`src/rtl/rtc_bcd.sv`:
```
// -----------------------------------------------------------------------------
// rtc_bcd -- real-time clock kept in packed BCD.
//
// The clock counts hh:mm:ss once per rising edge of a 1 Hz tick that is
// synchronous to clk. It supports 24-hour mode (00..23) and 12-hour mode
// (12,01..11 plus a pm flag). A load strobe writes a new time. The load is
// checked for legal BCD and legal ranges, and an illegal load is rejected
// with a one-cycle error pulse.
//
// Parameters
//   HOURS_24   1 = 24-hour mode, 0 = 12-hour mode with pm flag
// Ports
//   clk        system clock; all state changes on its rising edge
//   rst_n      asynchronous active-low reset
//   tick       1 Hz square wave, synchronous to clk
//   run        1 = count on tick rising edges, 0 = hold (edges discarded)
//   load       one-cycle strobe: write load_hh/mm/ss/pm into the time
//   load_hh/mm/ss  packed BCD {tens,units}
//   load_pm    pm value for load (ignored in 24-hour mode)
//   hh/mm/ss   current time, packed BCD, registered
//   pm         pm flag, registered; constant 0 in 24-hour mode
//   sec_pulse  one-cycle pulse after each one-second advance
//   day_pulse  one-cycle pulse after the day rollover advance
//   load_err   one-cycle pulse after a rejected load
// -----------------------------------------------------------------------------
module rtc_bcd #(
  parameter int HOURS_24 = 1
) (
  input  logic       clk,
  input  logic       rst_n,
  input  logic       tick,
  input  logic       run,
  input  logic       load,
  input  logic [7:0] load_hh,
  input  logic [7:0] load_mm,
  input  logic [7:0] load_ss,
  input  logic       load_pm,
  output logic [7:0] hh,
  output logic [7:0] mm,
  output logic [7:0] ss,
  output logic       pm,
  output logic       sec_pulse,
  output logic       day_pulse,
  output logic       load_err
);

  localparam bit         MODE24   = (HOURS_24 != 0);
  localparam logic [7:0] HH_RESET = MODE24 ? 8'h00 : 8'h12;

  logic       tick_q;
  logic       advance;
  logic       load_ok;
  logic [7:0] ss_nxt;
  logic [7:0] mm_nxt;
  logic [7:0] hh_nxt;
  logic       pm_nxt;
  logic       day_nxt;

  // Increment a packed BCD byte; callers handle the wrap value themselves.
  function automatic logic [7:0] bcd_inc(input logic [7:0] v);
    if (v[3:0] == 4'd9) return {v[7:4] + 4'd1, 4'd0};
    return {v[7:4], v[3:0] + 4'd1};
  endfunction

  // A load takes priority over a same-cycle edge. Because tick_q still
  // samples tick in that cycle, the edge is consumed and is not replayed.
  assign advance = tick & ~tick_q & run & ~load;

  // Load validation. A tens digit <= 5 already implies a legal BCD digit, so
  // only the unit digits need the separate <= 9 check.
  always_comb begin : validate
    load_ok = (load_ss[7:4] <= 4'd5) && (load_ss[3:0] <= 4'd9) &&
              (load_mm[7:4] <= 4'd5) && (load_mm[3:0] <= 4'd9) &&
              (load_hh[3:0] <= 4'd9);
    if (MODE24) begin
      load_ok = load_ok &&
                ((load_hh[7:4] <= 4'd1) ||
                 ((load_hh[7:4] == 4'd2) && (load_hh[3:0] <= 4'd3)));
    end else begin
      load_ok = load_ok &&
                (((load_hh[7:4] == 4'd0) && (load_hh[3:0] != 4'd0)) ||
                 ((load_hh[7:4] == 4'd1) && (load_hh[3:0] <= 4'd2)));
    end
  end

  // Time one second from now, with the ripple carry ss -> mm -> hh.
  always_comb begin : count_next
    // NOTE: every output of this block gets a default first, so no path can
    // leave one unassigned and infer a latch.
    ss_nxt  = ss;
    mm_nxt  = mm;
    hh_nxt  = hh;
    pm_nxt  = pm;
    day_nxt = 1'b0;
    if (ss == 8'h59) begin
      ss_nxt = 8'h00;
      if (mm == 8'h59) begin
        mm_nxt = 8'h00;
        if (MODE24) begin
          if (hh == 8'h23) begin
            hh_nxt  = 8'h00;
            day_nxt = 1'b1;
          end else begin
            hh_nxt = bcd_inc(hh);
          end
        end else begin
          if (hh == 8'h12) begin
            hh_nxt = 8'h01;
          end else begin
            hh_nxt = bcd_inc(hh);
            // The 11 -> 12 step flips am/pm. It is a new day only when
            // the clock is leaving pm.
            if (hh == 8'h11) begin
              pm_nxt  = ~pm;
              day_nxt = pm;
            end
          end
        end
      end else begin
        mm_nxt = bcd_inc(mm);
      end
    end else begin
      ss_nxt = bcd_inc(ss);
    end
  end

  always_ff @(posedge clk or negedge rst_n) begin
    if (!rst_n) begin
      tick_q    <= 1'b0;
      hh        <= HH_RESET;
      mm        <= 8'h00;
      ss        <= 8'h00;
      pm        <= 1'b0;
      sec_pulse <= 1'b0;
      day_pulse <= 1'b0;
      load_err  <= 1'b0;
    end else begin
      // NOTE: non-blocking assignments keep every register sampling the
      // pre-edge values, independent of statement order.
      tick_q    <= tick;
      sec_pulse <= advance;
      day_pulse <= advance & day_nxt;
      load_err  <= load & ~load_ok;
      if (load) begin
        if (load_ok) begin
          hh <= load_hh;
          mm <= load_mm;
          ss <= load_ss;
          pm <= MODE24 ? 1'b0 : load_pm;
        end
      end else if (advance) begin
        hh <= hh_nxt;
        mm <= mm_nxt;
        ss <= ss_nxt;
        pm <= MODE24 ? 1'b0 : pm_nxt;
      end
    end
  end

endmodule

```
`config.mk`:
```
export PLATFORM = sky130hd
export DESIGN_NAME = rtc_bcd
export DESIGN_NICKNAME = d
export VERILOG_FILES = /design/src/rtl/rtc_bcd.sv
export SDC_FILE = /design/constraint.sdc
export NUM_CORES = 1
export LEC_CHECK = 0
export ABC_AREA = 1
export ABC_CLOCK_PERIOD_IN_PS = 1670
export BUFFER_PORTS_ARGS = -buffer_cell sky130_fd_sc_hd__buf_2
export CORE_ASPECT_RATIO = 0.7
export CORE_MARGIN = 2
export CORE_UTILIZATION = 50
export CTS_BUF_LIST = sky130_fd_sc_hd__clkbuf_4
export CTS_CLUSTER_DIAMETER = 50
export CTS_CLUSTER_SIZE = 25
export DETAILED_ROUTE_END_ITERATION = 7
export PLACE_DENSITY = 0.78
export REMOVE_ABC_BUFFERS = 1
export SETUP_SLACK_MARGIN = 0.2
export SLEW_MARGIN = 20
export SYNTH_ARGS = -nofsm -noshare
export SYNTH_HDL_FRONTEND = slang
export SYNTH_SLANG_ARGS = --single-unit
```
`constraint.sdc`:
```
create_clock -name clk -period 1.67 [get_ports clk]
set_input_delay 0.167 -clock clk [delete_from_list [all_inputs] [get_ports clk]]
set_output_delay 0.167 -clock clk [all_outputs]
set_load 0.02 [all_outputs]
```
## Word level (Yosys, flattened, before mapping)

Cells that the tools add are included.
W data, S select, Z words.

| operators by class | value |
|---|---|
| add/sub/neg operators | 6 |
| bitwise logic cells | 8 |
| multiplexer cells | 36 |
| order comparisons | 7 |
| equality and inequality tests | 8 |
| reduce and logical (&&, ||, !) cells | 19 |

Operators by type and width:

| cell | count |
|---|---|
| $mux W8 | 21 |
| $add A4 B1 Y4 const B | 6 |
| $eq A8 B7 Y1 const B | 2 |
| $mux W1 | 15 |
| $eq A4 B4 Y1 const B | 3 |
| $le A4 B4 Y1 const B | 3 |
| $reduce_bool A3 Y1 | 3 |
| $eq A8 B6 Y1 const B | 1 |
| $le A4 B3 Y1 const B | 2 |
| $reduce_and A4 Y1 | 2 |
| $logic_and A1 B1 Y1 | 6 |
| $reduce_and A3 Y1 | 2 |
| $reduce_bool A2 Y1 | 3 |
| $and A1 B1 Y1 | 5 |
| $reduce_and A5 Y1 | 1 |
| $eq A4 B2 Y1 const B | 1 |
| $le A4 B1 Y1 const B | 1 |
| $le A4 B2 Y1 const B | 1 |
| $not A1 Y1 | 3 |
| $ne A2 B1 Y1 const B | 1 |
| $reduce_and A2 Y1 | 1 |
| $logic_or A1 B1 Y1 | 1 |

| storage, ports and cells | value |
|---|---|
| output and inout bits | 28 |
| input bits | 30 |
| register bits after elaboration | 29 |
| word-level logic and storage cells | 95 |

## Depth between registers and ports, before layout

| depth | value |
|---|---|
| depth in word-level cells | 11 |
| gate-level depth with buffers | 12 |
| mapped depth without buffers | 12 |

## Worst setup path before layout

No wires, ideal clock.

| path | value |
|---|---|
| kind | reg2reg |
| from | register ss[0] |
| to | register mm[7] |
| path buffers | 0 |
| arrival time | 1.457 ns |
| clock period less this slack | 1.576 ns |
| cell stages (with the launch flop) | 9 |
| setup slack | 0.094 ns |
| cells stage by stage | dfrtp_1 -> ha_1 -> nand3_2 -> inv_2 -> nand2_1 -> o21ai_2 -> nand3_2 -> nand2_1 -> nand2_1 |

| between the ends | value |
|---|---|
| longest elaborated chain between the ends | 3 |

RTL lines:

| element | RTL line | RTL |
|---|---|---|
| start, declared | 40 | `output logic [7:0] ss,` |
| start signal, assigned | 148 | `ss <= load_ss;` |
| start signal, assigned | 154 | `ss <= ss_nxt;` |
| $eq A8 B7 Y1 | 95 | `if (ss == 8'h59) begin` |
| $reduce_bool A2 Y1 (no source line) | n/a |  |
| $reduce_and A4 Y1 (no source line) | n/a |  |
| end signal, assigned | 147 | `mm <= load_mm;` |
| end signal, assigned | 153 | `mm <= mm_nxt;` |
| end, declared | 39 | `output logic [7:0] mm,` |

Every way passes these cells.
A chain may end at the register's enable or synchronous reset.

## Final worst setup path

| path | value |
|---|---|
| from | register ss[5] |
| to | register mm[7] |

The elaborated chain is that of the path after synthesis.

==> results.py <==
metrics = {
    "setup_path": {
        "cp.arrival_ns": 1.73,
        "critical_path.startpoint": "ss[5]",
        "reg2reg_from": "ss[5]",
        "critical_path_class": "register to register",
        "crit_path_end_kind": "register",
        "worstPathMaxFanout": 5,
        "crit_chain": "inv_2 > ha_4 > nand3_2 > inv_2 > nand2_2 > o21ai_4 > nand3_4 > nand2_2 > nand2_1",
        "critical_path_required_ns": 1.92,
        "cp-start-kind": "register",
        "slowest_stage": "dfrtp_1",
        "critPathMaxStageDelay_ns": 0.43,
    },
    "power": {
        "power_w": 0.00206,
        "powerDensity_mw_per_mm2": 789,
        "vdd_drop_max_uv": 733,
        "p_leak_nw": 1.36,
    },
    "floorplan": {
        "initial_core_util_pct": 51.3,
        "die_h_um": 56.8,
        "core_mm2": 0.00387,
        "io_pins": 58,
        "rows": 19,
        "chipWidth_um": 79.4,
        "dieArea_mm2": 0.00451,
    },
    "worst_hold_path": {
        "worstHoldStart": "load_mm[3]",
        "hp-class": "input port to register",
    },
    "routing": {
        "wire_per_inst_um": 12.5,
        "drt-initial-drc-count": 113,
        "drc_errors": 0,
        "viasPerCell": 5.12,
        "ant_nets": 0,
        "firstDrtPassIters": 4,
        "routed-via-count": 2079,
        "wirelength_um": 5060,
    },
    "run": {
        "maxCapViolations": 0,
    },
    "timing": {
        "hold_violations": 0,
        "hold_slack_ns": 0.101,
        "fmax_ghz": 0.673,
        "min_period_ns": 1.49,
        "period_share_pct": 89.0,
        "setup_viol": 0,
        "skew_ns": 0.00756,
        "drv_slew": 0,
        "relSlewSlack_pct": 57.6,
        "tightest_slew_ns": 0.636,
        "fin_tns_setup_ns": 0,
        "grt_setup_unrepaired": "true",
    },
    "logic_synthesis": {
        "yosysSeqAreaShare_pct": 35.2,
        "syn_area_mm2": 0.00199,
        "synth_largest_area_cell": "dfrtp_1",
        "yosysWarnings": 0,
        "avgSynthCellArea_um2": 7.16,
        "synthTopCellsByArea": "dfrtp_1 35%, nand2_1 16%, nand3_1 7.3%, ha_1 6.3%, inv_1 6.0%",
        "synth_edf_count": 0,
        "synth-main-ff-cell": "dfrtp_1",
        "yosysMostFrequentCell": "nand2_1",
        "synthCells": 278,
        "ys_ff_latch": 28,
        "synth_common_cells": "83 x nand2_1, 32 x inv_1, 29 x nand3_1, 28 x dfrtp_1, 22 x o21ai_0",
        "synthArstFlopShare_pct": 100,
        "synth.top_cell.area_share_pct": 35.2,
        "yosysUniqueCellTypes": 30,
    },
    "clock_tree": {
        "clk_transition_reported_paths_ns": 0.15,
        "cts_sinks": 28,
        "insertion_delay_ns": 0.33,
        "h-tree-depth": 1,
        "root_buffer": "clkbuf_4",
        "cts_buffers": 3,
        "tritoncts": "done",
        "clock_path_buffers": 2,
    },
    "grt": {
        "overflow": 0,
        "antenna_found_initial": 0,
        "grt_use_total_pct": 22.4,
        "grt_max_degree": 29,
        "grt_pass1_wl_um": 7970,
        "grt_pass1_vias": 1784,
    },
    "place": {
        "port_buffers": 55,
        "dp_hpwl_um": 3620,
        "dp_cells": 387,
        "gp_congestion": 0.852,
        "place_area_mm2": 0.00235,
    },
    "layout": {
        "final_nets": 395,
        "layout.cells.non_filler": 406,
        "design_area_mm2": 0.00262,
        "syn_to_final_growth_pct": 31.5,
        "layout-drive-gt1-share_pct": 34.7,
        "diodes": 0,
    },
    "run_status": {
        "status": "completed",
    },
}
==> what timing repair did <==
item	in CTS	in global routing
gates cloned	0	0
setup buffers	9	4
hold endpoints to repair	29	1
pin swaps	7	14
resized for setup	11	22
setup endpoints to repair	15	20
hold buffers	1	1
==> metal layers <==
layer  up-vias  track usage, %  share of wire (%)
met2        71            35.0                 45
met5         -               0                  0
met1       951            33.2                 47
li1       1055               -                  -
met3         2            3.38                7.3
met4         0            4.43               0.20
==> stage by stage <==
step                setup slack, ns  util, %
floorplan                    0.0935        -
global placement             0.0815     60.7
detailed placement           0.0502     60.7
CTS                           0.165     64.2
global route                  0.120     67.5
finish                        0.184     67.5
==> worst max-delay path: cells and delay by family, from the launching register on <==
family | cells | cell delay, ns
buffers and inverters | 2 | 0.17
AND/OR/NAND/NOR | 5 | 0.42
adder cells (fa/ha/maj) | 1 | 0.12
flip-flops | 1 | 0.43
AO/OA/AOI/OAI | 1 | 0.26
==> logic make-up after synthesis <==
family / after synthesis / synth area share (%)
compound gates: 41 / 11.8
xor+xnor: 8 / 3.52
fa+ha+maj: 10 / 6.29
buf+inv: 45 / 9.31
flops: 28 / 35.2
mux: 1 / 0.503
other cells: 1 / 0.188
simple gates: 144 / 33.2
==> path summary, 6_finish.rpt <==
path                       slack (ns)  cells past startpoint     to
max in group asynchronous        0.85                      2  mm[0]
setup / recovery                 0.18                      9  mm[7]
hold / removal                   0.10                      3  mm[3]
hold reg to reg                  0.54                      2  mm[3]
setup reg to reg                 0.18                      9  mm[7]
min in group asynchronous        0.36                      2  hh[7]
==> area by class of cell <==
type | count | area, µm²
Inverter | 39 | 146
Clock inverter | 1 | 3.75
Sequential cell | 28 | 702
Clock buffer | 3 | 22.5
Multi-Input combinational cell | 205 | 1210
Timing Repair Buffer | 78 | 464
Tap cell | 52 | 65.1
Fill cell | 333 | 1260
==> state kept, by name (all words and copies together), names as in the netlist <==
signal	cells
hh	8
mm	8
ss	8
day_pulse	1
load_err	1
sec_pulse	1
tick_q	1
==> power breakdown <==
part	switching [W]	leakage (nW)	internal, W
logic	0.000510	1.00	0.000358
registers	0.000129	0.337	0.000779
clock network	0.000201	0.0154	0.0000879
total	0.000839	1.36	0.00122
==> cells in the final DEF (no fill, tap or decap), types with 3 or more instances in the layout <==
| cell type | count |
|---|---|
| nand2_2 | 6 |
| ha_1 | 7 |
| a21oi_1 | 3 |
| buf_6 | 3 |
| buf_2 | 55 |
| xor2_1 | 4 |
| nand3_2 | 7 |
| buf_4 | 18 |
| o21ai_2 | 3 |
| clkbuf_4 | 3 |
| nand3_1 | 24 |
| inv_1 | 27 |
| nand4_1 | 10 |
| inv_2 | 12 |
| o21ai_1 | 7 |
| o21ai_0 | 20 |
| nor2_1 | 7 |
| xnor2_1 | 4 |
| nor2_2 | 4 |
| dfrtp_1 | 27 |
| nand2_1 | 79 |
(Power assumes the default switching activity.)
